<file path="src/rtl/display_value_formatter.sv">
// Formats a 16-bit value for the four-digit seven-segment scanner: raw hex
// pass-through or BCD via an iterative double-dabble datapath. The result is
// held stable between updates so the scanner never sees a partial conversion.
module display_value_formatter #(
    parameter logic [15:0] OVF_PATTERN        = 16'hEEEE,
    parameter bit          ENABLE_AFTER_RESET = 1'b0
) (
    input  logic        clk_1K,
    input  logic        reset,
    input  logic [15:0] in_value,
    input  logic        in_decimal,
    input  logic        in_valid,
    output logic        in_ready,
    output logic [15:0] Number,
    output logic        DisplayEnable,
    output logic        conv_done,
    output logic        overflow
);

    localparam int unsigned VAL_W   = 16;
    localparam int unsigned BCD_W   = 20;
    localparam int unsigned DIGITS  = 5;
    localparam int unsigned CNT_W   = 4;

    typedef enum logic [1:0] {
        IDLE = 2'd0,
        HEX  = 2'd1,
        CONV = 2'd2
    } state_t;

    state_t             state;
    logic [VAL_W-1:0]   shreg;
    logic [BCD_W-1:0]   bcd;
    logic [CNT_W-1:0]   cnt;
    logic [BCD_W-1:0]   bcd_adj;
    logic [BCD_W-1:0]   bcd_next;

    // Add-3 correction on every BCD nibble >= 5, then shift in the next input bit.
    always_comb begin
        bcd_adj = bcd;
        for (int i = 0; i < DIGITS; i++) begin
            if (bcd[i*4 +: 4] >= 4'd5) begin
                bcd_adj[i*4 +: 4] = bcd[i*4 +: 4] + 4'd3;
            end
        end
        bcd_next = {bcd_adj[BCD_W-2:0], shreg[VAL_W-1]};
    end

    // Control FSM, conversion datapath and registered display outputs.
    always_ff @(posedge clk_1K or posedge reset) begin
        if (reset) begin
            state         <= IDLE;
            in_ready      <= 1'b1;
            Number        <= 16'h0000;
            DisplayEnable <= ENABLE_AFTER_RESET;
            conv_done     <= 1'b0;
            overflow      <= 1'b0;
            cnt           <= '0;
            shreg         <= '0;
            bcd           <= '0;
        end else begin
            conv_done <= 1'b0;
            case (state)
                IDLE: begin
                    if (in_valid && in_ready) begin
                        shreg    <= in_value;
                        bcd      <= '0;
                        cnt      <= '0;
                        in_ready <= 1'b0;
                        state    <= in_decimal ? CONV : HEX;
                    end
                end
                HEX: begin
                    Number        <= shreg;
                    overflow      <= 1'b0;
                    DisplayEnable <= 1'b1;
                    conv_done     <= 1'b1;
                    in_ready      <= 1'b1;
                    state         <= IDLE;
                end
                CONV: begin
                    bcd   <= bcd_next;
                    shreg <= {shreg[VAL_W-2:0], 1'b0};
                    cnt   <= cnt + 4'd1;
                    if (cnt == 4'd15) begin
                        // Fifth digit non-zero means the value exceeded 9999.
                        if (bcd_next[19:16] == 4'd0) begin
                            Number   <= bcd_next[15:0];
                            overflow <= 1'b0;
                        end else begin
                            Number   <= OVF_PATTERN;
                            overflow <= 1'b1;
                        end
                        DisplayEnable <= 1'b1;
                        conv_done     <= 1'b1;
                        in_ready      <= 1'b1;
                        state         <= IDLE;
                    end
                end
                default: begin
                    in_ready <= 1'b1;
                    state    <= IDLE;
                end
            endcase
        end
    end

endmodule

</file>
<file path="config.mk">
export PLATFORM = sky130hd
export DESIGN_NAME = display_value_formatter
export DESIGN_NICKNAME = d
export VERILOG_FILES = /design/src/rtl/display_value_formatter.sv
export SDC_FILE = /design/constraint.sdc
export NUM_CORES = 1
export LEC_CHECK = 0
export BUFFER_PORTS_ARGS = -buffer_cell sky130_fd_sc_hd__buf_2
export CORE_MARGIN = 2
export CORE_UTILIZATION = 50
export CTS_CLUSTER_DIAMETER = 200
export DETAILED_ROUTE_END_ITERATION = 8
export MAX_ROUTING_LAYER = met4
export PLACE_DENSITY = 0.69
export SLEW_MARGIN = 40
export SYNTH_ARGS = -nofsm -noshare
export SYNTH_HDL_FRONTEND = slang
export SYNTH_SLANG_ARGS = --single-unit
</file>
<file path="constraint.sdc">
create_clock -name clk_1K -period 5.4 [get_ports clk_1K]
set_input_delay 0.27 -clock clk_1K [delete_from_list [all_inputs] [get_ports clk_1K]]
set_output_delay 0.27 -clock clk_1K [all_outputs]
set_load 0.01 [all_outputs]
</file>
# ---- Word level (Yosys, flattened, before mapping)
# Cells that the tools add are included.
dict set report totals {
  register_bits 62
  latch_bits 0
  ramBits 0
  mem_bits_ro 0
  in_bits 20
  output_inout_bits 20
  mem_count 0
}
dict set report classes {
  addsub 6
  multipliers 0
  div_mod_pow 0
  order_cmp 5
  eq_ne 5
  shifts 0
  mux 27
  n_bitwise 0
  reduce_logical 8
}
# operator count
set ops {}
lappend ops {{$pmux 16 s2} 2}
lappend ops {{$mux 16} 3}
lappend ops {{$pmux 20 s2} 1}
lappend ops {{$ge 4x3->1 const B} 5}
lappend ops {{$mux 20} 1}
lappend ops {{$mux 4} 5}
lappend ops {{$add 4x2->4 const B} 4}
lappend ops {{$pmux 1 s2} 4}
lappend ops {{$pmux 4 s2} 1}
lappend ops {{$mux 2} 3}
lappend ops {{$reduce_and 2->1} 3}
lappend ops {{$mux 1} 5}
lappend ops {{$add 4x1->4 const B} 1}
lappend ops {{$eq 4x4->1 const B} 1}
lappend ops {{$logic_not 4->1} 1}
lappend ops {{$ne 2x2->1 const B} 2}
lappend ops {{$pmux 2 s2} 1}
lappend ops {{$reduce_bool 2->1} 2}
lappend ops {{$add 3x2->3 const B} 1}
lappend ops {{$mux 3} 1}
lappend ops {{$eq 2x1->1 const B} 1}
lappend ops {{$eq 2x2->1 const B} 1}
lappend ops {{$logic_not 2->1} 1}
lappend ops {{$logic_and 1x1->1} 1}

# ---- Longest topological paths before layout
dict set report logic_depth {
  ltp_word 6
  mapped_depth 9
}

# ---- Least setup slack after synthesis
# OpenSTA, ideal clock, no wires.
dict set report synth_path {
  path_type {flip-flop to flip-flop}
  start {register bcd[16]}
  end {register Number[2]}
  setup_time_ps 118
  arrival_ps 1965
  slack_ps 3317
  stages_incl_launch_ff 9
  period_less_slack_ps 2083
  path_cell_list {dfrtp_1 -> inv_1 -> ha_1 -> nand2b_1 -> a2111o_1 -> a221oi_4 -> buf_6 -> a41oi_1 -> a21o_1}
}
dict set report synth_between {
  elab_chain_len 6
  word_cells_on_any_way 7
  cone_classes {add/sub (1); order compare (1); mux (4); reduce/logical (1)}
}
# item line
set synth_rtl {}
lappend synth_rtl {{start: declaration} 33} ;# logic [BCD_W-1:0] bcd;
lappend synth_rtl {{start signal: assignment} 82} ;# bcd <= bcd_next;
lappend synth_rtl {{$ge 4x3->1 / $add 3x2->3 (equally long branches)} {42, 43}}
lappend synth_rtl {{$mux 3 (*)} 42} ;# if (bcd[i*4 +: 4] >= 4'd5) begin
lappend synth_rtl {{$logic_not 4->1 (*)} 87} ;# if (bcd_next[19:16] == 4'd0) begin
lappend synth_rtl {{$mux 16 (*)} 87}
lappend synth_rtl {{$mux 16 (*)} 85} ;# if (cnt == 4'd15) begin
lappend synth_rtl {{$pmux 16 s2 (*)} 63} ;# case (state)
lappend synth_rtl {{end signal: assignment} 74} ;# Number <= shreg;
lappend synth_rtl {{end signal: assignment} 88} ;# Number <= bcd_next[15:0];
lappend synth_rtl {{end: declaration} 14} ;# output logic [15:0] Number,
# Every way passes the cells marked *; elsewhere a longest branch is shown, timed or not. The select of a mux whose other input is x is not followed.
# A chain may end at the register's enable or synchronous reset.

# ---- Worst setup path in the final report
dict set report layout_path {
  start {register bcd[16]}
  end {register Number[6]}
}
# Same word-level chain as after synthesis.

==> impl_metrics.ini <==
[status]
status = complete, no violations

[synthesis]
syn_avg_cell_area_um2 = 9.39
syn_nets = 383
synth_edf_count = 0
synthTopCellsByArea = dfrtp_1, o21ai_1, nand2_1
ys.flop_type = dfrtp_1
synth_top_area_cell = dfrtp_1
seq_area_frac_synth = 0.474
synth_top_area_share = 0.466
synthArstFlopShare = 1.00
synth_common_cells = dfrtp_1, nand2_1, o21ai_1
synthCells = 349
ys_seq_elements = 62
yosysWarnings = 0
synth_cell_type_count = 48
synth_area_um2 = 3280
synth.most_common_cell = dfrtp_1

[worst_setup_path]
path_cells = inv_1 > ha_1 > nand2b_1 > a2111o_1 > a221oi_4 > and3_1 > a211oi_1
worst_path_max_delay_cell = a221oi_4
arrival_ns = 2.68
cp_max_fo = 15
crit_buf_inv = 1
crit_type = reg -> reg
critPathTopFamily = compound AO/OA/AOI/OAI gates
critical_path_depth = 7
critical_path.endpoint_type = register
critPathMaxStageDelay_ns = 0.66
crit_path_start_kind = register
r2r.worst_path.cells = 7
crit_required_ns = 5.62

[cells_and_area]
drive_gt1_frac = 0.189
fill_cells = 551
final_cells = 468
syn_to_final_growth_pct = 14.8
diodes = 0
nets = 420

[timing]
grt_setup_unrepaired = no
timing.fmax_mhz = 406
post-route-period-util = 0.456
drv_slew = 0
setup-violations-final = 0
setup_tns_ns = 0
worstMarginPinSlew_ns = 0.711
hold_violations = 0
layout_setup_ws_ns = 2.94
slew_headroom = 0.526
skew_ns = 0.00947
final.min_clock_period_ns = 2.46

[die]
initial_utilization = 0.516
dieHeight_um = 85.0
rows = 29
die_area_um2 = 7220
fp.dieW_um = 85.0
ioPinCount = 40
core_area_um2 = 6350

[detailed_routing]
drc = 0
vias_per_cell = 5.71
wl_mm = 7.64
drtIter0Drc = 174
wl_met2_mm = 3.72
wl_met1_mm = 3.47
top_layer_used = met4
dr_wl_met3_um = 364
antenna_left = 0
route.vias.total = 2672
first_pass_iters = 4
wl_per_cell_um = 16.3

[flow_run]
maxCapViolCount = 0

[cts]
clock_latency_ns = 0.34
ctsHoldBuffers = 0
cts_tree = yes
htree_levels = 3
cts_root_buf = clkbuf_8
cts_sinks = 62
clock_path_buffers = 2
cts-buffers-inserted = 9
path_clk_slew_ns = 0.08
cts_setup_buffers = 0
cts_resized = 0

[place]
placed_cells = 451
io_buffers = 39
preCtsSetupSlack_ns = 2.92
place_congestion = 0.755
hpwl_mm = 5.32

[grt]
grt_pass1_vias = 2595
grt_pass1_wl_mm = 12.7
grt.total_usage = 0.232
antenna_found_initial = 0
grt.overflow.total = 0
grt_max_degree = 63

[power_and_ir_drop]
p_leak_nw = 1.71
cellPowerDensity_nw_per_um2 = 537
ir_drop_uv = 515

[hold_path]
hold_class = in -> async
report_power, final:
group          leakage (nW)  internal, mW  switching, mW
combinational         0.816         0.336          0.571
clock                0.0948         0.210          0.188
sequential            0.798         0.614          0.103
total                  1.71          1.16          0.863
final timing paths:
kind                                from       endpoint  slack [ns]
max in group asynchronous          reset       shreg[1]        4.94
max reg2reg                      bcd[16]      Number[6]        2.94
max                              bcd[16]      Number[6]        2.94
min in group clk_1K           in_decimal       state[0]        0.13
min reg2reg                DisplayEnable  DisplayEnable        0.47
min                                reset        bcd[16]        0.06
state kept, by name, summed over array words and instances, names as in the netlist, 2 cells and up:
signal and flops:
Number 16, shreg 16, cnt 4, state 2
bcd 20
cell type report:
class / count / area [um^2] / area share
multi-input combinational: 248 / 1590 / 0.423
sequential: 62 / 1550 / 0.412
timing repair buffer: 44 / 256 / 0.0681
clock buffer: 9 / 124 / 0.0329
tap: 77 / 96.3 / 0.0256
inverter: 21 / 78.8 / 0.0209
clock inverter: 7 / 65.1 / 0.0173
layer usage:
metal,up-vias,global-route usage
li1,1309,-
met1,1291,0.303
met2,66,0.357
met3,6,0.0613
met4,0,0.0678
met5,-,-
stage by stage:
stage          hold WS, ns  cell area (um^2)  power [mW]   util
2_1_floorplan        0.371              3280        1.32      -
3_3_place_gp         0.445              3540        1.56  0.557
3_5_place_dp         0.453              3540        1.59  0.558
4_1_cts              0.111              3730        1.99  0.588
5_1_grt              0.113              3760        2.18  0.593
6_report            0.0585              3760        2.02  0.593
worst min-delay path, cell delays in order:
cell and delay [ns]:
buf_2 0.10, inv_2 0.04, buf_6 0.45
cell usage in the layout (no fill, tap or decap), types with 4 or more instances in the layout:
cell,n
a21o_1,6
a21oi_1,20
a22o_1,6
a31oi_1,4
and3_1,6
buf_2,39
clkbuf_8,9
clkinv_2,4
dfrtp_1,61
ha_1,13
inv_1,18
mux2i_1,16
nand2_1,50
nand2b_1,4
nand3_1,5
nor2_1,13
nor3_1,5
o21ai_0,13
o21ai_1,37
o31ai_1,6
xnor2_1,5
cells by family (layout without fill, tap and decap cells):
logic type,count (synthesis),count (layout),synth area share
xor gates and xnor gates,5,5,0.0134
DFF,62,62,0.474
and+or+nand+nor,101,101,0.149
AOI/OAI and AO/OA,109,109,0.204
adders and majority gates,14,14,0.0534
buffers and inverters,39,81,0.0473
muxes,19,19,0.0592
(Power assumes the default switching activity.)
